==> src/rtl/add_pkg.sv <==
// rtl/add_pkg.sv - shared state type and default widths for the adder chain sequencer
package add_pkg;

  typedef enum logic [1:0] {
    IDLE = 2'd0,
    ADD  = 2'd1,
    OUT  = 2'd2
  } state_t;

  localparam int N_DEF    = 8;
  localparam int IDXW_DEF = 4;

endpackage

==> src/rtl/add_chain_seq.sv <==
// rtl/add_chain_seq.sv - multi-word carry-chaining sequencer around an external ripple adder
// Optional macro ADD_CHAIN_OVF_EN adds the signed-overflow output out_ovf.
module add_chain_seq
  import add_pkg::*;
#(
  parameter int N    = N_DEF,
  parameter int IDXW = IDXW_DEF
) (
  input  logic            clk,
  input  logic            reset_n,
  input  logic            in_valid,
  output logic            in_ready,
  input  logic [N-1:0]    in_x,
  input  logic [N-1:0]    in_y,
  input  logic            in_first,
  input  logic            in_last,
  input  logic            cin_init,
  output logic            add_cin,
  output logic [N-1:0]    add_x,
  output logic [N-1:0]    add_y,
  input  logic [N-1:0]    add_s,
  input  logic            add_cout,
  output logic            out_valid,
  input  logic            out_ready,
  output logic [N-1:0]    out_sum,
  output logic            out_carry,
  output logic            out_last,
`ifdef ADD_CHAIN_OVF_EN
  output logic            out_ovf,
`endif
  output logic [IDXW-1:0] out_idx
);

  state_t          state;
  state_t          state_nx;
  logic            chain_carry;
  logic            cur_last;
  logic [IDXW-1:0] idx;
  logic            accept;

  assign accept = (state == IDLE) && in_valid;

  always_ff @(posedge clk or negedge reset_n) begin
    if (!reset_n) begin
      state <= IDLE;
    end else begin
      state <= state_nx;
    end
  end

  always_comb begin
    state_nx  = state;
    in_ready  = 1'b0;
    out_valid = 1'b0;
    case (state)
      IDLE: begin
        in_ready = 1'b1;
        if (in_valid) state_nx = ADD;
      end
      ADD: begin
        state_nx = OUT;
      end
      OUT: begin
        out_valid = 1'b1;
        if (out_ready) state_nx = IDLE;
      end
      default: begin
        state_nx = IDLE;
      end
    endcase
  end

  // Adder operands only move on an accepted beat, so they stay stable through ADD.
  always_ff @(posedge clk or negedge reset_n) begin
    if (!reset_n) begin
      add_x    <= '0;
      add_y    <= '0;
      add_cin  <= 1'b0;
      cur_last <= 1'b0;
      idx      <= '0;
    end else if (accept) begin
      add_x    <= in_x;
      add_y    <= in_y;
      add_cin  <= in_first ? cin_init : chain_carry;
      cur_last <= in_last;
      idx      <= in_first ? '0 : idx + 1'b1;
    end
  end

  // The chain carry is dropped once the most-significant word has been added.
  always_ff @(posedge clk or negedge reset_n) begin
    if (!reset_n) begin
      out_sum     <= '0;
      out_carry   <= 1'b0;
      out_last    <= 1'b0;
      out_idx     <= '0;
      chain_carry <= 1'b0;
    end else if (state == ADD) begin
      out_sum     <= add_s;
      out_carry   <= add_cout;
      out_last    <= cur_last;
      out_idx     <= idx;
      chain_carry <= cur_last ? 1'b0 : add_cout;
    end
  end

`ifdef ADD_CHAIN_OVF_EN
  always_ff @(posedge clk or negedge reset_n) begin
    if (!reset_n) begin
      out_ovf <= 1'b0;
    end else if (state == ADD) begin
      out_ovf <= cur_last && (add_x[N-1] == add_y[N-1]) && (add_s[N-1] != add_x[N-1]);
    end
  end
`endif

endmodule
==> config.mk <==
export PLATFORM = sky130hd
export DESIGN_NAME = add_chain_seq
export DESIGN_NICKNAME = d
export VERILOG_FILES = /design/src/rtl/add_pkg.sv /design/src/rtl/add_chain_seq.sv
export SDC_FILE = /design/constraint.sdc
export NUM_CORES = 1
export LEC_CHECK = 0
export CORE_MARGIN = 4
export CORE_UTILIZATION = 40
export CTS_CLUSTER_SIZE = 25
export DETAILED_ROUTE_END_ITERATION = 12
export HOLD_SLACK_MARGIN = 0.15
export PLACE_DENSITY = 0.79
export RECOVER_POWER = 100
export SYNTH_ARGS = -nofsm -noshare
export SYNTH_HDL_FRONTEND = slang
export SYNTH_SLANG_ARGS = --single-unit
==> constraint.sdc <==
create_clock -name clk -period 1.5 [get_ports clk]
set_input_delay 0.225 -clock clk [delete_from_list [all_inputs] [get_ports clk]]
set_output_delay 0.225 -clock clk [all_outputs]
set_load 0.02 [all_outputs]
==> flow_summary.json, run 1 <==
{
  "start_kind": "register",
  "die_h_um": 70.7,
  "core_area_mm2": 0.00374,
  "grtUsageTotal": 0.139,
  "endpoint_kind": "output pin",
  "timing_hold_violations_final": 0,
  "period_minus_slack_ps": 1460,
  "cts_sinks": 39,
  "fin_crit_sh": 0.972,
  "grt_pass1_wl_mm": 5.53,
  "synth_nets": 176,
  "avgSynthCellArea_um2": 11.0,
  "fp-row-count": 22,
  "fin_util": 0.595,
  "portBuffers": 64,
  "drv_slew": 0,
  "critPathBufInv": 1,
  "htreeDepth": 2,
  "ant_nets": 0,
  "hpwl_mm": 2.55,
  "area_delta_synth_final_pct": 41.7,
  "drc": 0,
  "ctsLongestPathBuffers": 2,
  "cts_setup_buffers": 0,
  "slowest_delay_ps": 600,
  "nets": 249,
  "place_inst": 256,
  "crit_family": "buffers and inverters",
  "synth_most_common_cell": "nand2_1",
  "worstMarginPinSlew_ps": 540,
  "ys_seq_area_frac": 0.621,
  "dpl_cell_area_mm2": 0.00230,
  "p_leak_nw": 1.07,
  "finalNonFillerCells": 264,
  "clk_pin_slew_ps": 70,
  "final_area_mm2": 0.00223,
  "start_util": 0.420,
  "ys_top_cells_by_area": "dfrtp_1, nand2_1, mux2_2",
  "die_x_um": 70.7,
  "grt_max_degree": 23,
  "synth_edf_count": 0,
  "fmax_mhz": 686,
  "syn_inst": 143,
  "root_buffer": "clkbuf_8",
  "synth_mux_area_frac": 0.0994,
  "wl_per_cell_um": 12.8,
  "io_pins": 65,
  "antenna_found_initial": 0,
  "hold_path_class": "in -> async",
  "setup_viol_count_final": 0,
  "cts_made_buffers": 5,
  "worstPathArrival_ps": 1230,
  "drt_pass1_iterations": 3,
  "critical_path_class": "reg -> out",
  "cts_tree": "done",
  "antenna_cells": 0,
  "ir_drop_mv": 0.999,
  "rsz0062_at_grt": "false",
  "crit_chain": "clkdlybuf4s50_1",
  "tns_ps": 0,
  "rrSetupSlack_ps": 60,
  "viasPerCell": 4.56,
  "synthAdderAreaFrac": 0.00796,
  "status": "finished clean",
  "synth-compound-area-share": 0.0231,
  "cp.required_ps": 1270,
  "power_density_mw_per_mm2": 2100,
  "synth_area_mm2": 0.00157,
  "worstSkewPairLatency_ps": 280,
  "dieArea_mm2": 0.00500,
  "async_flop_share": 1.00,
  "cpMaxStageDelayCell": "clkdlybuf4s50_1",
  "ys_seq_elements": 39,
  "finalWeightedCongestion": 0.748,
  "grt_overflow_total": 0,
  "wirelength_mm": 3.39,
  "synthTopCellsByCount": "nand2_1, dfrtp_1, mux2_2",
  "synthFlopType": "dfrtp_1",
  "yosys.area_share.simple": 0.196,
  "yosys_warnings": 0,
  "yosysTopAreaCell": "dfrtp_1",
  "maxCapViolations": 0,
  "slew_headroom": 0.640,
  "drt_iter0_drc": 61,
  "synth_cell_types": 24,
  "vias": 1205,
  "synth_top_area_frac": 0.621,
  "power_mw": 4.68,
  "synth_top_family_by_area": "simple AND/OR/NAND/NOR gates",
  "nFillCells": 357,
  "grt_pass1_vias": 1199,
  "cp_max_fo": 2,
  "synth_xor_area_frac": 0,
  "fin_skew_ps": 5.43,
  "drive_gt1_frac": 0.148
}
==> through the flow <==
step	hold slack, ps	setup WS, ps
6_report	412	42.7
5_1_grt	440	0.608
4_1_cts	415	7.09
3_5_place_dp	188	-189
3_3_place_gp	189	-152
2_1_floorplan	-70.6	229
==> area by class of cell <==
class | instances | area, um2 | share of cell area
sequential | 39 | 976 | 0.438
clock inverter | 1 | 5.00 | 0.00225
timing repair buffer | 73 | 574 | 0.258
tap | 48 | 60.1 | 0.0270
clock buffer | 6 | 82.6 | 0.0371
inverter | 3 | 16.3 | 0.00730
multi-input combinational | 94 | 514 | 0.231
==> sequential cells by signal (all words and copies together) (netlist names) <==
name         flops
add_y            8
out_carry        1
add_x            8
chain_carry      1
out_sum          8
idx              4
state            2
cur_last         1
out_idx          4
out_last         1
add_cin          1
==> cell usage in the layout (no fill, tap or decap), types with 3 or more instances in the layout <==
| master | netlist | final |
|---|---|---|
| mux2_2 | 13 | 13 |
| clkbuf_1 | 0 | 23 |
| nand2_1 | 59 | 59 |
| clkdlybuf4s50_1 | 0 | 38 |
| o21ai_0 | 3 | 3 |
| dfrtp_1 | 39 | 39 |
| nor2_1 | 4 | 4 |
| clkbuf_2 | 0 | 5 |
| clkbuf_8 | 0 | 6 |
==> timing repair <==
| action | CTS | global route |
|---|---|---|
| hold buffers | 1 | 0 |
| resized for setup | 5 | 23 |
| hold endpoints to repair | 17 | 0 |
| endpoints found under the setup margin | 3 | 23 |
==> routing by layer <==
layer / wire (um) / track usage
met1: 1400 / 0.159
met2: 1650 / 0.231
met3: 289 / 0.0653
met4: 45 / 0.0438
met5: 0 / 0
==> path summary, 6_finish.rpt <==
path / from / endpoint / depth (start not counted)
worst max-delay path: out_idx[1] / out_idx[1] / 1
worst min-delay path: reset_n / add_x[2] / 2
worst max register to register: state[1] / idx[3] / 4
worst min register to register: add_x[6] / add_x[6] / 2
max in group asynchronous: reset_n / add_y[2] / 3
min in group clk: in_x[6] / add_x[6] / 3
==> power by group <==
group / leakage (nW) / internal (mW) / switching [mW]
clock network: 0.0470 / 0.360 / 0.328
logic: 0.551 / 0.895 / 1.24
registers: 0.476 / 1.56 / 0.292
==> logic make-up (layout without fill, tap and decap cells) <==
family	count (synthesis)	after routing
buffers and inverters	10	83
flip-flops	39	39
multiplexers	14	14
AO/OA/AOI/OAI	6	6
adder cells (fa/ha/maj)	1	1
AND/OR/NAND/NOR	73	73
(Power assumes the default switching activity.)
==> run 2, diff against run 1 <==
--- a/config.mk
+++ b/config.mk
@@ -5,6 +5,7 @@
 export SDC_FILE = /design/constraint.sdc
 export NUM_CORES = 1
 export LEC_CHECK = 0
+export CAP_MARGIN = 20
 export CORE_MARGIN = 4
 export CORE_UTILIZATION = 40
 export CTS_CLUSTER_SIZE = 25
==> results of run 2 <==
Final layout, timing and power as in run 1 (identical DEF).
==> run 3, diff against run 2 <==
--- a/config.mk
+++ b/config.mk
@@ -5,13 +5,14 @@
 export SDC_FILE = /design/constraint.sdc
 export NUM_CORES = 1
 export LEC_CHECK = 0
-export CAP_MARGIN = 20
+export CELL_PAD_IN_SITES_DETAIL_PLACEMENT = 2
+export CELL_PAD_IN_SITES_GLOBAL_PLACEMENT = 2
 export CORE_MARGIN = 4
-export CORE_UTILIZATION = 40
+export CORE_UTILIZATION = 25
 export CTS_CLUSTER_SIZE = 25
 export DETAILED_ROUTE_END_ITERATION = 12
 export HOLD_SLACK_MARGIN = 0.15
-export PLACE_DENSITY = 0.79
+export PLACE_DENSITY = 0.81
 export RECOVER_POWER = 100
 export SYNTH_ARGS = -nofsm -noshare
 export SYNTH_HDL_FRONTEND = slang
==> run 3 against run 2 <==
Sequential power about the same. Total power increased by 1.8%. Non-clock buffer count increased by 1. Die area increased by 53%. Worst hold slack improved by 46 ps. Worst setup slack improved by 9.3 ps. Via count increased by 5.6%. Global-route usage decreased by 1.9 points. Routed wire length increased by 26%. First-iteration DRC count decreased by 82%. Clock-buffer cell count unchanged. Largest power group unchanged. Highest routed layer unchanged.
==> flow_summary.json, run 3 (synthesized netlist as in run 1, its figures left out) <==
{
  "slew_headroom": 0.482,
  "critical_path_class": "reg -> out",
  "area_delta_synth_final_pct": 47.4,
  "final_area_mm2": 0.00232,
  "power_mw": 4.76,
  "core_area_mm2": 0.00603,
  "rr_endpoint": "add_cin",
  "power_frac_comb": 0.470,
  "cts_tree": "done",
  "grt_pass1_vias": 1477,
  "power_density_mw_per_mm2": 2060,
  "drive_gt1_frac": 0.144,
  "cts_made_buffers": 5,
  "dp_slack_ps": -185,
  "finalWeightedCongestion": 0.682,
  "grtUsageTotal": 0.120,
  "netSwitchingFraction": 0.407,
  "cp.required_ps": 1270,
  "ir_drop_mv": 0.727,
  "grt_overflow_total": 0,
  "crit_end": "out_sum[2]",
  "internal_power_mw": 2.82,
  "drt_iter0_drc": 11,
  "fmax_mhz": 691,
  "worstSkewPairLatency_ps": 290,
  "crit_chain": "clkdlybuf4s50_1",
  "seq_power_share": 0.391,
  "drt_pass1_iterations": 2,
  "viasPerCell": 4.37,
  "final_common_cell": "nand2_1",
  "setup_ws_ps": 52.0,
  "die_x_um": 87.3,
  "worstPathArrival_ps": 1220,
  "pwr-share-clk": 0.139,
  "start_util": 0.261,
  "dpl_cell_area_mm2": 0.00237,
  "dieArea_mm2": 0.00762,
  "nFillCells": 677,
  "fin_util": 0.385,
  "crit_family": "buffers and inverters",
  "drv_slew": 0,
  "mostFrequentLayoutCells": "nand2_1, dfrtp_1, clkdlybuf4s50_1",
  "p_leak_nw": 1.13,
  "period_minus_slack_ps": 1450,
  "status": "finished clean",
  "fin_crit_sh": 0.965,
  "rrSetupSlack_ps": 120,
  "ctsLongestPathBuffers": 2,
  "timing_hold_violations_final": 0,
  "drc": 0,
  "hold_path_class": "in -> reg",
  "worstMarginPinSlew_ps": 777,
  "cp_max_fo": 2,
  "endpoint_kind": "output pin",
  "critPathBufInv": 1,
  "ant_nets": 0,
  "hold_slack_ps": 458,
  "slowest_delay_ps": 600,
  "fin_skew_ps": 3.71,
  "htreeDepth": 2,
  "vias": 1273,
  "nets": 250,
  "cp.depth": 1,
  "net-switching-power_mw": 1.94,
  "portBuffers": 64,
  "setup_viol_count_final": 0,
  "grt_max_degree": 28,
  "start_kind": "register",
  "io_pins": 65,
  "wl_per_cell_um": 14.7,
  "reg2reg_from": "state[1]",
  "antenna_found_initial": 0,
  "top_regs": "add_x: 8 flops, add_y: 8 flops, out_sum: 8 flops",
  "crit_start": "out_sum[2]",
  "r2r_cells": 4,
  "cpMaxStageDelayCell": "clkdlybuf4s50_1",
  "maxCapViolations": 0,
  "fp-row-count": 28,
  "antenna_cells": 0,
  "rsz0062_at_grt": "false",
  "root_buffer": "clkbuf_8",
  "die_h_um": 87.3,
  "hpwl_mm": 3.24,
  "cts_sinks": 39,
  "wirelength_mm": 4.26,
  "whs_path_depth": 3,
  "grt_pass1_wl_mm": 6.98,
  "clk_pin_slew_ps": 70
}
-- run 3: changes by cell type in the layout (fill, tap and decap cells not counted), sizes merged --
cell,delta
clkinv,-1
buf,+2
clkdlybuf4s50,-7
clkbuf,-9
dlygate4sd2,+15
-- run 3: cell type report --
type | instances | area [um2] | share of cell area
repair buffers | 74 | 643 | 0.277
inverters | 3 | 16.3 | 0.00702
well taps | 75 | 93.8 | 0.0405
clock buffers | 6 | 72.6 | 0.0313
multi-input cells | 94 | 517 | 0.223
flip-flops and latches | 39 | 976 | 0.421
-- run 3: per-stage QoR --
step	cells	setup TNS, ps
finish	291	0
global route	291	0
CTS	291	0
detailed placement	284	-3290
global placement	284	-2320
floorplan	143	0
-- run 3: worst min path at each step --
stage                 start       end
floorplan           reset_n   add_cin
global placement    reset_n  add_x[1]
detailed placement  reset_n  add_x[4]
CTS                 reset_n  add_x[6]
global route        in_x[5]  add_x[5]
finish              in_y[2]  add_y[2]
-- run 3: what timing repair did --
item	4_1_cts	5_1_grt
endpoints found under the setup margin	18	17
gates resized for setup	21	15
hold endpoints to repair	12	0
buffers inserted	0	0
hold buffers	1	0
pin swaps	0	0
-- run 3: routing by layer --
layer	vias to the layer above	share of wire	GRT usage	routed length, um
met5	-	0	0	0
met4	0	0.015	0.0418	63
met3	7	0.12	0.0634	499
met2	48	0.48	0.203	2030
met1	618	0.39	0.128	1670
li1	600	-	-	-
-- run 3: power groups by stage --
stage | Sequential (mW) | Clock, mW | Combinational [mW]
floorplan | 2.35 | 0 | 0.878
global placement | 1.86 | 0 | 2.66
detailed placement | 1.90 | 0 | 2.72
CTS | 1.88 | 0.707 | 2.56
global route | 1.94 | 0.750 | 2.47
finish | 1.86 | 0.660 | 2.24
